===== config.mk =====
export PLATFORM = sky130hd
export DESIGN_NAME = countdown_timer_controller
export DESIGN_NICKNAME = d
export VERILOG_FILES = /design/src/rtl/countdown_timer_controller.sv
export SDC_FILE = /design/constraint.sdc
export NUM_CORES = 1
export LEC_CHECK = 0
export ABC_AREA = 1
export BUFFER_PORTS_ARGS = -buffer_cell sky130_fd_sc_hd__buf_2
export CORE_UTILIZATION = 28
export DETAILED_ROUTE_END_ITERATION = 16
export GPL_ROUTABILITY_DRIVEN = 0
export SLEW_MARGIN = 15
export SYNTH_ARGS = -nofsm -noshare
export SYNTH_HDL_FRONTEND = slang
export SYNTH_SLANG_ARGS = --single-unit

===== constraint.sdc =====
create_clock -name clock -period 3.6 [get_ports clock]
set_input_delay 0.72 -clock clock [delete_from_list [all_inputs] [get_ports clock]]
set_output_delay 0.72 -clock clock [all_outputs]
set_load 0.005 [all_outputs]

===== src/rtl/countdown_timer_controller.sv =====
// countdown_timer_controller: one-shot interval timer with ready/valid command and expiry event ports.
// Optional periodic auto-reload is enabled by defining COUNTDOWN_TIMER_AUTO_RELOAD_EN.
module countdown_timer_controller #(
    parameter int WORD_WIDTH = 16
) (
    input  logic                  clock,
    input  logic                  reset_n,
    input  logic                  cmd_valid,
    output logic                  cmd_ready,
    input  logic [WORD_WIDTH-1:0] cmd_count,
`ifdef COUNTDOWN_TIMER_AUTO_RELOAD_EN
    input  logic                  cmd_periodic,
`endif
    input  logic                  pause,
    input  logic                  abort,
    output logic                  expired_valid,
    input  logic                  expired_ready,
    output logic                  busy,
    output logic [WORD_WIDTH-1:0] count_remaining
);
    typedef enum logic [1:0] {IDLE = 2'd0, RUN = 2'd1, DONE = 2'd2} state_t;
    state_t                state;
    logic [WORD_WIDTH-1:0] count;
    assign cmd_ready       = (state == IDLE);
    assign expired_valid   = (state == DONE);
    assign busy            = (state != IDLE);
    assign count_remaining = count;
`ifdef COUNTDOWN_TIMER_AUTO_RELOAD_EN
    logic [WORD_WIDTH-1:0] period;
    logic                  periodic;
    always_ff @(posedge clock or negedge reset_n) begin
        if (!reset_n) begin
            state    <= IDLE;
            count    <= '0;
            period   <= '0;
            periodic <= 1'b0;
        end else begin
            case (state)
                IDLE: if (cmd_valid) begin
                    count    <= cmd_count;
                    period   <= cmd_count;
                    periodic <= cmd_periodic;
                    state    <= (cmd_count == '0) ? DONE : RUN;
                end
                RUN: if (abort) begin
                    state    <= IDLE;
                    count    <= '0;
                    periodic <= 1'b0;
                end else if (!pause) begin
                    count <= count - WORD_WIDTH'(1);
                    if (count == WORD_WIDTH'(1)) state <= DONE;
                end
                DONE: if (abort) begin
                    state    <= IDLE;
                    periodic <= 1'b0;
                end else if (expired_ready) begin
                    // Periodic timers re-arm from the latched period instead of releasing the block
                    count <= periodic ? period : '0;
                    state <= !periodic ? IDLE : (period == '0) ? DONE : RUN;
                end
                default: begin
                    state <= IDLE;
                    count <= '0;
                end
            endcase
        end
    end
`else
    always_ff @(posedge clock or negedge reset_n) begin
        if (!reset_n) begin
            state <= IDLE;
            count <= '0;
        end else begin
            case (state)
                IDLE: if (cmd_valid) begin
                    count <= cmd_count;
                    state <= (cmd_count == '0) ? DONE : RUN;
                end
                RUN: if (abort) begin
                    state <= IDLE;
                    count <= '0;
                end else if (!pause) begin
                    // RUN always holds count >= 1, so this decrement cannot wrap
                    count <= count - WORD_WIDTH'(1);
                    if (count == WORD_WIDTH'(1)) state <= DONE;
                end
                DONE: if (abort || expired_ready) state <= IDLE;
                default: begin
                    state <= IDLE;
                    count <= '0;
                end
            endcase
        end
    end
`endif
endmodule


==> results of run 1 <==
==> worst reg2reg max path, cell delays in order (launching register included) <==
cell     delay, ps
dfrtp_1        450
nand2_2        140
nor2_4          90
nand2_1         90
o21ai_2         80
nor2_4         430
inv_2          230
nand2_1        110
nand2_1         50
==> registers in the layout, summed over array words and instances (netlist names) <==
name	flops
count_remaining	16
state	2
==> kinds of logic after synthesis <==
group | share of synthesized area [%]
xor+xnor | 2.44
fa+ha+maj | 1.74
flops | 31.3
buf+inv | 10.5
simple gates | 45.2
compound gates | 8.79
==> where the power goes <==
part	total [mW]	leakage, nW	switching (mW)	internal, mW
logic	0.858	0.731	0.552	0.306
clock network	0.177	0.0288	0.0794	0.0974
registers	0.402	0.233	0.118	0.284
==> metal layers <==
| metal | GRT usage (%) | vias to the layer above | share of wire, % |
|---|---|---|---|
| li1 | - | 799 | - |
| met1 | 20.0 | 671 | 46 |
| met4 | 4.91 | 0 | 0.93 |
| met3 | 3.02 | 4 | 3.3 |
| met2 | 28.7 | 22 | 50 |
| met5 | 0 | - | 0 |
==> placed cells by master (no fill, tap or decap), types with 5 or more instances in the layout <==
master,count
buf_2,40
dfrtp_1,18
inv_1,29
nand2_1,95
nand3_1,21
nor2_1,29
nor2_4,5
o21ai_0,5
o21ai_2,7
==> per-stage QoR <==
| stage | cell area (µm²) | setup WS (ps) |
|---|---|---|
| finish | 1740 | 1530 |
| global route | 1740 | 1450 |
| CTS | 1740 | 1500 |
| detailed placement | 1690 | 1440 |
| global placement | 1690 | 1470 |
| floorplan | 1440 | 2060 |
==> how the worst max path moves through the flow <==
stage	cells past startpoint	from	end	slack (ps)
floorplan	2	state[1]	cmd_ready	2060
global route	3	state[1]	busy	1450
CTS	3	state[1]	busy	1500
finish	3	state[1]	busy	1530
detailed placement	10	abort	count_remaining[14]	1440
global placement	10	abort	count_remaining[15]	1470
==> layout make-up <==
| cell class | instances | area [µm²] |
|---|---|---|
| fillers | 562 | 3070 |
| clock buffers | 4 | 55.1 |
| flip-flops and latches | 18 | 450 |
| multi-input cells | 179 | 836 |
| inverters | 31 | 119 |
| repair buffers | 40 | 200 |
| well taps | 67 | 83.8 |
==> synthesized netlist by cell type <==
cell type  instances
a21oi_1            2
dfrtp_1           18
inv_1             29
nor2_1            29
inv_2              1
nand4_1            1
buf_6              2
xnor2_1            1
nor3_1             2
nand2_2            1
buf_2              2
inv_4              1
nand2_1           95
o21ai_2            7
xor2_1             3
o21ai_1            1
ha_1               2
nor2_4             5
o21ai_0            5
nand3_1           21
o22ai_1            4
==> summary.md, run 1 <==
| Metric | Value |
|---|---|
| Net Count, Synth | `256` |
| Max-cap check violation count | `0` |
| Setup violators final | `0` |
| Vias | `1496` |
| Share of the yosys chip area belonging to registers | `31.3%` |
| CTS Buffer Depth | `2` |
| Vias per cell | `4.41` |
| Largest cells by area after synthesis | `dfrtp_1 (31%), nand2_1 (25%), inv_1 (7.6%)` |
| # resized after CTS | `0` |
| CP Class | `register to primary output` |
| Die height | `73.7 µm` |
| Synth area leader | `dfrtp_1` |
| Crit-path max FO | `15` |
| Post-synth cell types | `21` |
| PortBufs | `40` |
| Starting Density | `29.8%` |
| Post-Syn Area | `1440 µm²` |
| Synth warn | `0` |
| Overall routing resource usage | `16.3%` |
| DR WL/cell | `11.4 µm` |
| #FFs+latches synth | `18` |
| Syn_area_per_cell | `6.20 µm²` |
| Slowest stage cell, crit path | `dfrtp_1` |
| CTS tree | `built` |
| Final WL | `3880 µm` |
| H-Tree Depth | `1` |
| Die Area | `5430 µm²` |
| PD cells | `824 nW/µm²` |
| Tightest Pin Transition | `542 ps` |
| WP buf/inv | `2` |
| Final hold violations | `0` |
| ANT cells | `0` |
| Post-CTS Setup Inserts | `0` |
| Share of cells above drive strength 1 | `21.7%` |
| HPWL Detailed | `3010 µm` |
| Final net count | `297` |
| Area of the core | `4820 µm²` |
| Critical Path RT | `2880 ps` |
| Clock root buffer | `clkbuf_8` |
| Maximum vdd drop | `0.000470 V` |
| Reg-to-reg endpoint | `count_remaining[14]` |
| Wire length of the first global-routing pass | `6700 µm` |
| Max incr delay on CP | `470 ps` |
| R2r setup slk | `1820 ps` |
| Initial DRC Count | `105` |
| Status | `complete, no violations` |
| Worst skew pair latency | `260 ps` |
| Cell count after placement | `335` |
| Critical Path End Type | `primary output` |
| Leak Pwr | `0.993 nW` |
| Area growth syn-to-layout | `21.3%` |
| WP data arrival | `1350 ps` |
| Hold slack | `397 ps` |
| Vias in the first global route | `1490` |
| CTS clock-pin slew for the worst setup and hold paths | `80 ps` |
| Total negative slack | `0 ps` |
| Num CTS Buffers | `3` |
| DR pass1 iterations | `4` |
| Worst Hold Class | `input port to async pin` |
| Die Width | `73.7 µm` |
| Pin count of the biggest net entering global routing | `22` |
| Initial antenna violation count | `0` |
| Final worst path period need | `2070 ps` |
| Mapped Cells | `232` |
| FF-to-FF Start | `state[0]` |
| Num Clock Sinks | `18` |
| Fin cells | `339` |
| Crit path max-delay family | `flip-flops` |
| DR DRC count | `0` |
| Synth top area share | `31.3%` |
| R2r worst-path depth | `8` |
| Hold buffer count at CTS | `0` |
| Grt ovf | `0` |
| CP cell instances | `nor2_4, inv_4, buf_2` |
| Startpoint Class | `register` |
| Clk_skew | `1.82 ps` |
| Fin crit share | `57.4%` |
| Util after Layout | `36.2%` |
| Post-route ant nets | `0` |
| Row cnt | `25` |
| RSZ-0062 raised after global routing | `no` |
| Slew Viols, Final | `0` |
| Total power | `1.44 mW` |
| Relative slew slack | `63.8%` |
| Achievable clock frequency | `484 MHz` |
| # IOs | `41` |
Note: power is estimated with default switching activity, not from simulation.
==> run 2, diff against run 1 <==
==> constraint.sdc (replaced) <==
create_clock -name clock -period 1.66 [get_ports clock]
set_input_delay 0.332 -clock clock [delete_from_list [all_inputs] [get_ports clock]]
set_output_delay 0.332 -clock clock [all_outputs]
set_load 0.005 [all_outputs]
==> summary.md, run 2 (synthesis gave the netlist of run 1 again) <==
| Metric | Value |
|---|---|
| Status | `complete, no violations` |
| Final hold violations | `0` |
| Crit-path max FO | `14` |
| Most common cell after layout, fill and taps aside | `nand2_1` |
| Max-cap check violation count | `0` |
| Die height | `73.7 µm` |
| Row cnt | `25` |
| DR WL/cell | `11.7 µm` |
| Fillers | `567` |
| DR DRC count | `0` |
| H-Tree Depth | `1` |
| Max FFs per register | `16` |
| Wire length of the first global-routing pass | `6640 µm` |
| Slew Viols, Final | `0` |
| Area growth syn-to-layout | `25.5%` |
| Clock root buffer | `clkbuf_8` |
| WP buf/inv | `2` |
| Fin crit share | `94.9%` |
| Post-layout instance area | `1800 µm²` |
| Leak Pwr | `1.03 nW` |
| CTS Buffer Depth | `2` |
| Initial DRC Count | `62` |
| Pin count of the biggest net entering global routing | `19` |
| RSZ-0062 raised after global routing | `no` |
| HPWL Detailed | `3110 µm` |
| Max incr delay on CP | `460 ps` |
| Total negative slack | `0 ps` |
| Cell Area, Placed | `1740 µm²` |
| Cell count after placement | `342` |
| Num CTS Buffers | `3` |
| Worst Hold Class | `input port to async pin` |
| Achievable clock frequency | `634 MHz` |
| Final WL | `4040 µm` |
| Commonest cells after routing, fill and taps aside | `nand2_1 (95), buf_2 (40), inv_1 (29), nor2_1 (28), nand3_1 (21)` |
| Setup violators final | `0` |
| Final worst path period need | `1580 ps` |
| Fin cells | `346` |
| DR pass1 iterations | `4` |
| PortBufs | `40` |
| Total power | `3.27 mW` |
| Vias in the first global route | `1434` |
| CTS clock-pin slew for the worst setup and hold paths | `80 ps` |
| CP Class | `register to primary output` |
| Starting Density | `29.8%` |
| WP data arrival | `1240 ps` |
| Util after Layout | `37.5%` |
| Slowest stage cell, crit path | `dfrtp_1` |
| Die Width | `73.7 µm` |
| Maximum vdd drop | `0.000797 V` |
| Clk_skew | `1.21 ps` |
| ANT cells | `0` |
| Die Area | `5430 µm²` |
| Tightest Pin Transition | `444 ps` |
| # IOs | `41` |
| CTS tree | `built` |
| Final WS setup | `83.9 ps` |
| Area of the core | `4820 µm²` |
| Vias per cell | `4.46` |
| PD cells | `1810 nW/µm²` |
| Initial antenna violation count | `0` |
| Critical Path RT | `1330 ps` |
| Share of cells above drive strength 1 | `24.4%` |
| Overall routing resource usage | `16.0%` |
| CP cell instances | `nor2_4, buf_4, buf_2` |
| Hold buffer count at CTS | `0` |
| Grt ovf | `0` |
| Final net count | `304` |
| Post-route ant nets | `0` |
| Worst skew pair latency | `250 ps` |
| Vias | `1542` |
| Startpoint Class | `register` |
| Relative slew slack | `70.4%` |
| Critical Path End Type | `primary output` |
| Hold slack | `8.79 ps` |
| Num Clock Sinks | `18` |
| Pre-CTS WS | `156 ps` |
| Crit path max-delay family | `flip-flops` |
==> run 2: cell count changes in the layout (fill, tap and decap cells not counted) <==
cell    before  now
nor3_2       0    1
nor2_2       0    1
nor2_1      29   28
nor3_1       2    1
buf_4        0    7
==> run 2: final cells by class <==
type                       instances  area [µm²]  share of cell area (%)
multi-input combinational        179         843                    46.7
sequential                        18         450                    25.0
timing repair buffer              47         253                    14.0
inverter                          31         119                    6.59
tap                               67        83.8                    4.65
clock buffer                       4        55.1                    3.05
==> run 2: where the power goes <==
group | switching [mW] | total, mW | leakage (nW) | internal, mW
Clock | 0.165 | 0.376 | 0.0288 | 0.211
Combinational | 1.26 | 2.03 | 0.768 | 0.766
Sequential | 0.253 | 0.869 | 0.233 | 0.616
Total | 1.68 | 3.27 | 1.03 | 1.59
==> run 2: worst paths after layout <==
path	start	to	slack, ps	cells after the start
setup / recovery	state[1]	cmd_ready	80	3
setup reg to reg	count_remaining[1]	count_remaining[6]	180	9
min in group clock	cmd_count[15]	count_remaining[15]	380	5
max in group asynchronous	reset_n	count_remaining[1]	1340	1
hold reg to reg	count_remaining[15]	count_remaining[15]	550	2
hold / removal	reset_n	count_remaining[5]	9	1
==> run 2: layer usage <==
layer	routed length (µm)	part of all wire, %	global-route usage [%]
met1	1780	44	20.5
met2	2010	50	28.1
met3	214	5.3	2.33
met4	34	0.84	4.06
met5	0	0	0
==> run 2: what timing repair did <==
item,4_1_cts,5_1_grt
buffers inserted,0,0
setup endpoints to repair,0,2
resized for setup,0,2
